### src/rtl/corefifo_wr_ptr_gen_if.sv
// Write-port bundle between the FIFO write logic (master) and the write pointer generator (slave).
// It also carries the gray read pointer arriving from the read clock domain.
interface corefifo_wr_ptr_gen_if #(
    parameter int ADDRWIDTH = 3
);
    logic                 we;
    logic [ADDRWIDTH:0]   rd_ptr_gray_in;
    logic                 wen_ram;
    logic [ADDRWIDTH-1:0] waddr;
    logic [ADDRWIDTH:0]   wr_ptr_bin;
    logic [ADDRWIDTH:0]   wr_ptr_gray;
    logic [ADDRWIDTH:0]   wr_count;
    logic                 full;
    logic                 afull;
    logic                 overflow;

    modport master (
        output we, rd_ptr_gray_in,
        input  wen_ram, waddr, wr_ptr_bin, wr_ptr_gray, wr_count, full, afull, overflow
    );

    modport slave (
        input  we, rd_ptr_gray_in,
        output wen_ram, waddr, wr_ptr_bin, wr_ptr_gray, wr_count, full, afull, overflow
    );
endinterface

### src/rtl/corefifo_wr_ptr_gen.sv
// Write-side pointer and flag generator for the dual-clock FIFO: binary/gray write pointer,
// read-pointer synchronizer, and registered occupancy, full, almost-full and overflow flags.
module corefifo_wr_ptr_gen #(
    parameter int ADDRWIDTH    = 3,
    parameter int SYNC_STAGES  = 2,
    parameter int AFULL_THRESH = 6
) (
    input  logic                    clk,
    input  logic                    rstn,
    corefifo_wr_ptr_gen_if.slave    bus
);
    localparam int PW    = ADDRWIDTH + 1;
    localparam int DEPTH = 1 << ADDRWIDTH;

    logic [PW-1:0] wptr_bin;
    logic [PW-1:0] wptr_gray;
    logic [PW-1:0] count;
    logic          full_q;
    logic          afull_q;
    logic          ovf_q;
    logic [PW-1:0] rd_sync [SYNC_STAGES];

    logic          accept;
    logic [PW-1:0] next_bin;
    logic [PW-1:0] rd_bin;
    logic [PW-1:0] occupancy;

    function automatic logic [PW-1:0] bin2gray(input logic [PW-1:0] b);
        return b ^ (b >> 1);
    endfunction

    function automatic logic [PW-1:0] gray2bin(input logic [PW-1:0] g);
        logic [PW-1:0] b;
        b[PW-1] = g[PW-1];
        for (int i = PW - 1; i > 0; i--) begin
            b[i-1] = b[i] ^ g[i-1];
        end
        return b;
    endfunction

    // Occupancy is computed against the next-state write pointer so that full
    // rises on the very edge that accepts the filling write.
    always_comb begin
        accept    = bus.we & ~full_q;
        next_bin  = wptr_bin + {{ADDRWIDTH{1'b0}}, accept};
        rd_bin    = gray2bin(rd_sync[SYNC_STAGES-1]);
        occupancy = next_bin - rd_bin;
    end

    always_ff @(posedge clk or negedge rstn) begin
        if (!rstn) begin
            for (int i = 0; i < SYNC_STAGES; i++) begin
                rd_sync[i] <= '0;
            end
        end else begin
            rd_sync[0] <= bus.rd_ptr_gray_in;
            for (int i = 1; i < SYNC_STAGES; i++) begin
                rd_sync[i] <= rd_sync[i-1];
            end
        end
    end

    // The stale synchronized read pointer can only overstate occupancy, never understate it.
    always_ff @(posedge clk or negedge rstn) begin
        if (!rstn) begin
            wptr_bin  <= '0;
            wptr_gray <= '0;
            count     <= '0;
            full_q    <= 1'b0;
            afull_q   <= 1'b0;
            ovf_q     <= 1'b0;
        end else begin
            wptr_bin  <= next_bin;
            wptr_gray <= bin2gray(next_bin);
            count     <= occupancy;
            full_q    <= (occupancy == PW'(DEPTH));
            afull_q   <= (occupancy >= PW'(AFULL_THRESH));
            ovf_q     <= bus.we & full_q;
        end
    end

    // The RAM is never written while the block is held in reset.
    assign bus.wen_ram     = accept & rstn;
    assign bus.waddr       = wptr_bin[ADDRWIDTH-1:0];
    assign bus.wr_ptr_bin  = wptr_bin;
    assign bus.wr_ptr_gray = wptr_gray;
    assign bus.wr_count    = count;
    assign bus.full        = full_q;
    assign bus.afull       = afull_q;
    assign bus.overflow    = ovf_q;
endmodule
### src/flat_wrapper.sv
// flat-port wrapper written by rule: the top's interface ports become plain ports
module corefifo_wr_ptr_gen_flat 
#(
    parameter int ADDRWIDTH    = 3,
    parameter int SYNC_STAGES  = 2,
    parameter int AFULL_THRESH = 6
)
  (clk, rstn, bus_we, bus_rd_ptr_gray_in, bus_wen_ram, bus_waddr, bus_wr_ptr_bin, bus_wr_ptr_gray, bus_wr_count, bus_full, bus_afull, bus_overflow);
  corefifo_wr_ptr_gen_if #(.ADDRWIDTH(ADDRWIDTH)) bus_i ();
  input  logic clk;
  input  logic rstn;
  input wire logic [$bits(bus_i.we)-1:0] bus_we;
  input wire logic [$bits(bus_i.rd_ptr_gray_in)-1:0] bus_rd_ptr_gray_in;
  output wire logic [$bits(bus_i.wen_ram)-1:0] bus_wen_ram;
  output wire logic [$bits(bus_i.waddr)-1:0] bus_waddr;
  output wire logic [$bits(bus_i.wr_ptr_bin)-1:0] bus_wr_ptr_bin;
  output wire logic [$bits(bus_i.wr_ptr_gray)-1:0] bus_wr_ptr_gray;
  output wire logic [$bits(bus_i.wr_count)-1:0] bus_wr_count;
  output wire logic [$bits(bus_i.full)-1:0] bus_full;
  output wire logic [$bits(bus_i.afull)-1:0] bus_afull;
  output wire logic [$bits(bus_i.overflow)-1:0] bus_overflow;
  assign bus_i.we = bus_we;
  assign bus_i.rd_ptr_gray_in = bus_rd_ptr_gray_in;
  assign bus_wen_ram = bus_i.wen_ram;
  assign bus_waddr = bus_i.waddr;
  assign bus_wr_ptr_bin = bus_i.wr_ptr_bin;
  assign bus_wr_ptr_gray = bus_i.wr_ptr_gray;
  assign bus_wr_count = bus_i.wr_count;
  assign bus_full = bus_i.full;
  assign bus_afull = bus_i.afull;
  assign bus_overflow = bus_i.overflow;
  corefifo_wr_ptr_gen #(.ADDRWIDTH(ADDRWIDTH), .SYNC_STAGES(SYNC_STAGES), .AFULL_THRESH(AFULL_THRESH)) u_core (.clk(clk), .rstn(rstn), .bus(bus_i));
endmodule
### config.mk
export PLATFORM = sky130hd
export DESIGN_NAME = corefifo_wr_ptr_gen_flat
export DESIGN_NICKNAME = d
export VERILOG_FILES = /design/src/rtl/corefifo_wr_ptr_gen_if.sv /design/src/rtl/corefifo_wr_ptr_gen.sv /design/src/flat_wrapper.sv
export SDC_FILE = /design/constraint.sdc
export NUM_CORES = 1
export LEC_CHECK = 0
export BUFFER_PORTS_ARGS = -buffer_cell sky130_fd_sc_hd__buf_2
export CAP_MARGIN = 5
export CORE_MARGIN = 2
export CORE_UTILIZATION = 50
export DETAILED_ROUTE_END_ITERATION = 8
export PLACE_DENSITY = 0.86
export SLEW_MARGIN = 20
export SYNTH_ARGS = -nofsm -noshare
export SYNTH_HDL_FRONTEND = slang
export SYNTH_SLANG_ARGS = --single-unit
### constraint.sdc
create_clock -name clk -period 3.4 [get_ports clk]
set_input_delay 0.51 -clock clk [delete_from_list [all_inputs] [get_ports clk]]
set_output_delay 0.51 -clock clk [all_outputs]
set_load 0.02 [all_outputs]
## Word level (Yosys, flattened, before mapping)

Cells that the tools add are included.

| word-level totals | value |
|---|---|
| register bits | 23 |
| input port bits | 7 |
| output and inout port bits | 19 |

| cells by class | value |
|---|---|
| equal/unequal tests | 1 |
| bitwise gates (word level) | 8 |
| add/subtract/negate cells | 2 |
| $lt $le $gt $ge | 1 |

Operators by type and width:

| cell | count |
|---|---|
| $add A4 B1 Y4 | 1 |
| $eq A4 B4 Y1 const B | 1 |
| $ge A4 B3 Y1 const B | 1 |
| $sub A4 B4 Y4 | 1 |
| $xor A4 B3 Y4 | 1 |
| $and A1 B1 Y1 | 3 |
| $xor A1 B1 Y1 | 3 |
| $not A1 Y1 | 1 |

## Longest topological paths before layout

| depth | value |
|---|---|
| depth after elaboration | 5 |
| depth in mapped cells | 8 |
| depth with buffers taken out | 8 |

## Least setup slack after synthesis

No wires, ideal clock.

| path | value |
|---|---|
| path type | input -> register |
| from | input port bus_we |
| to | register u_core.full_q, in the netlist u_core.bus.full |
| setup time | 0.101 ns |
| stages on the path | 8 |
| arrival | 2.416 ns |
| slack | 0.883 ns |
| path through | nor2b_1 > ha_1 > ha_1 > inv_1 > fa_1 > inv_1 > or3_1 > o32ai_1 |

| between the ends | value |
|---|---|
| cells in the longest elaborated chain, start to end | 4 |

Ends and longest elaborated chain:

| item | line | text |
|---|---|---|
| from (decl) | flat_wrapper.sv:12 | `input wire logic [$bits(bus_i.we)-1:0] bus_we;` |
| $and A1 B1 Y1 | corefifo_wr_ptr_gen.sv:44 | `accept = bus.we & ~full_q;` |
| $add A4 B1 Y4 | corefifo_wr_ptr_gen.sv:45 | `next_bin = wptr_bin + {{ADDRWIDTH{1'b0}}, accept};` |
| net u_core.next_bin[1] | corefifo_wr_ptr_gen.sv:24 | `logic [PW-1:0] next_bin;` |
| $sub A4 B4 Y4 | corefifo_wr_ptr_gen.sv:47 | `occupancy = next_bin - rd_bin;` |
| net u_core.occupancy[1] | corefifo_wr_ptr_gen.sv:26 | `logic [PW-1:0] occupancy;` |
| $eq A4 B4 Y1 | corefifo_wr_ptr_gen.sv:76 | `full_q <= (occupancy == PW'(DEPTH));` |
| to (signal assigned) | corefifo_wr_ptr_gen.sv:76 |  |
| to (decl) | corefifo_wr_ptr_gen.sv:18 | `logic full_q;` |

The timed path passes the listed nets, and every way through them passes these cells.

## Final worst setup path

| path | value |
|---|---|
| from | register u_core.rd_sync (netlist bit u_core.rd_bin[3]) |
| to | register u_core.full_q, in the netlist u_core.bus.full |

| between the ends | value |
|---|---|
| cells in the longest elaborated chain, start to end | 5 |

Ends and longest elaborated chain:

| item | line | text |
|---|---|---|
| from (decl) | corefifo_wr_ptr_gen.sv:21 | `logic [PW-1:0] rd_sync [SYNC_STAGES];` |
| from (signal, indexed assignment) | corefifo_wr_ptr_gen.sv:58 | `rd_sync[i] <= rd_sync[i-1];` |
| $xor A1 B1 Y1 (*) (2 in a row) | corefifo_wr_ptr_gen.sv:36 | `b[i-1] = b[i] ^ g[i-1];` |
| $xor A1 B1 Y1 | corefifo_wr_ptr_gen.sv:36 |  |
| $sub A4 B4 Y4 (*) | corefifo_wr_ptr_gen.sv:47 |  |
| net u_core.occupancy[1] | corefifo_wr_ptr_gen.sv:26 |  |
| $eq A4 B4 Y1 (*) | corefifo_wr_ptr_gen.sv:76 |  |

Mark *: on every way through the listed nets, which the timed path passes. The rest lies on a longest branch.

==> results by group <==
Clock network
  • Longest Clk Path Bufs: 2
  • Buffer count from post-CTS setup fixing: 0
  • Reg clk slew, reported paths: about 0.11 ns
  • Total CTS buffers: 3
  • Post-CTS resize count: 0
  • CTS tree: yes
  • Htree depth: 1
  • Skew-Pair Late Insertion Delay: roughly 0.3 ns
  • CTS root buffer: clkbuf_4
  • TritonCTS Sinks: 22
  • Hold_buf cts: 0

Synthesis
  • Synth top area share: around 58%
  • Cell taking the most area after synthesis: dfrtp_1
  • Post-Syn Instances: 70
  • Yosys reg bits: 22
  • Mapped Avg Cell Area: roughly 14 µm²
  • Synth warn: 0
  • Post-Syn Area: 955 µm²
  • Syn_nets: between 80 and 90
  • Sequential-to-total area share from yosys stat: 57.7%
  • Synth unique cells: 23
  • Largest cells by area after synthesis: dfrtp_1 58%, xnor2_2 6.8%, ha_1 5.2%, xnor2_1 4.6%, buf_4 3.1%

Critical path
  • Crit-path cells: xnor2_2 -> xor2_1 -> xnor2_1 -> ha_1 -> fa_1 -> inv_1 -> or3_1 -> o32ai_1
  • Worst r2r src: u_core.rd_bin[3]
  • Critical path data arrival time: approximately 2.8 ns
  • Crit path from: u_core.rd_bin[3]
  • Crit-path slowest cell: fa_1
  • Crit path buf inv count: 1
  • CP peak stage delay: just under 0.6 ns
  • Worst-path fanout max: 6
  • CP top delay family: adder cells
  • CP Class: flop to flop
  • Kind of end point of the critical path: flop
  • Crit path launch type: flop
  • Worst path required time: ~3.6 ns

Placement
  • Worst slack, placed: 0.552 ns
  • Placed Cells: around 120
  • Gpl congestion: just over 0.7
  • Port Buf Inserts: 25
  • Post-DP HPWL: 1.17 mm

Die
  • Row cnt: 15
  • Die footprint: about 0.0023 mm²
  • Initial core utilization: ~54%
  • Die height: between 40 and 50 µm
  • Die Width: roughly 48 µm
  • Core Box Area: ~0.0018 mm²
  • I/O Pins: 26

Pwr
  • Pwr per Cell Area: approximately 1100 mW/mm²
  • Power Total: between 1000 and 1500 µW
  • Static Leakage: 0.000564 µW
  • Worst VDD drop: around 0.70 mV

Timing
  • Achievable frequency: roughly 0.38 GHz
  • Final Hold Fails: 0
  • Final Max Tran Viols: 0
  • Worst Skew: 0.00700 ns
  • # setup viols final: 0
  • Final worst path period need: approximately 2.6 ns
  • Setup WS post-layout: 0.775 ns
  • Least-Margin Pin Slew: about 0.48 ns
  • Final TNS setup: 0 ns
  • Rel. slew slack: around two thirds
  • Unrepaired setup endpoints after global routing: no
  • Final critical-path share of the clock period: 77.2%

GRT
  • Antenna violations before repair: 0
  • Largest net degree at the start of global routing: 24
  • Gr usage total: ~15%
  • Vias in the first global route: ~520
  • Gr ovfl total: 0
  • First-pass GRT wire length: roughly 2.2 mm

Detailed routing
  • Initial DRC Count: 1
  • DR pass1 iterations: 3
  • Routed wire per std cell: about 12 µm
  • Via count: around 570
  • Vias per cell: 4.73
  • Routed Antenna Nets: 0
  • Drt drc: 0
  • Post-Route WL: 1.45 mm

Layout
  • Synth-to-layout area growth: 17.0%
  • Most frequent cells in the layout: 25 x buf_2, 22 x dfrtp_1, 5 x xnor2_1, 5 x inv_1
  • Finished Layout Cells: 120
  • Nets: around 110
  • Layout cells sized above 1: about two fifths
  • Most common cell after layout, fill and taps aside: buf_2
  • # diodes: 0

Status
  • Status: completed

Min path
  • HP Class: input port to asynchronous set/reset pin

Job
  • MaxCap Viol Count: 0
## power breakdown
part	total, µW	leakage [µW]	internal (µW)	switching, µW
sequential	395	0.000261	350	45.0
clock	136	0.0000210	65.4	70.6
combinational	742	0.000283	303	439
## cell usage after synthesis (all sizes together)
cell type,count
dfrtp,22
xnor2,9
inv,6
and2,4
buf,4
ha,4
nor2,4
nand3,3
xor2,3
nor2b,2
a21o,1
fa,1
mux2i,1
nand2,1
o21ai,1
o311ai,1
o31ai,1
o32ai,1
or3,1
## cell type report
cell class	count	area, µm²
clock buffers	4	36.3
fillers	149	647
inverters	6	22.5
multi-input cells	38	352
flip-flops and latches	22	551
well taps	25	31.3
repair buffers	25	125
## flip-flops by register name, indices dropped and copies added, names as in the netlist
signal,flops
u_core.bus.afull,1
u_core.bus.wr_ptr_bin,4
u_core.bus.wr_ptr_gray,3
u_core.bus.wr_count,4
u_core.rd_bin,1
u_core.bus.full,1
u_core.rd_sync,7
u_core.bus.overflow,1
## path summary, 6_finish.rpt
check | to | slack, ns | depth (start not counted)
worst max-delay path | u_core.bus.full | 0.78 | 8
worst min-delay path | u_core.bus.wr_ptr_gray[0] | 0.15 | 1
worst max register to register | u_core.bus.full | 0.78 | 8
worst min register to register | u_core.rd_bin[3] | 0.36 | 0
max in group asynchronous | u_core.rd_sync[4] | 2.92 | 1
min in group clk | u_core.rd_sync[5] | 0.31 | 1
## through the flow
stage	cell area, µm²	hold slack [ns]	util, %
5_1_grt	1120	0.171	63.3
3_5_place_dp	1080	0.341	61.3
4_1_cts	1120	0.161	63.3
2_1_floorplan	955	0.214	-
6_report	1120	0.147	63.3
3_3_place_gp	1080	0.333	61.3
## kinds of logic (layout without fill, tap and decap cells)
group / after synthesis / count (layout) / synth area share (%)
DFF: 22 / 22 / 57.7
and+or+nand+nor: 15 / 15 / 8.52
xor gates and xnor gates: 12 / 12 / 14.2
buffers and inverters: 10 / 35 / 5.50
adders and majority gates: 5 / 5 / 7.34
AOI/OAI and AO/OA: 5 / 5 / 5.77
muxes: 1 / 1 / 1.05
## per-layer routing
metal  vias up  global-route usage [%]  routed length, µm  share of wire [%]
met2        27                    26.1                759                 52
met1       263                    13.9                544                 38
met4         0                    6.49                 36                2.5
met5         -                       0                  0                  0
met3         6                    7.55                106                7.3
li1        271                       -                  -                  -
Note: power is estimated with default switching activity, not from simulation.
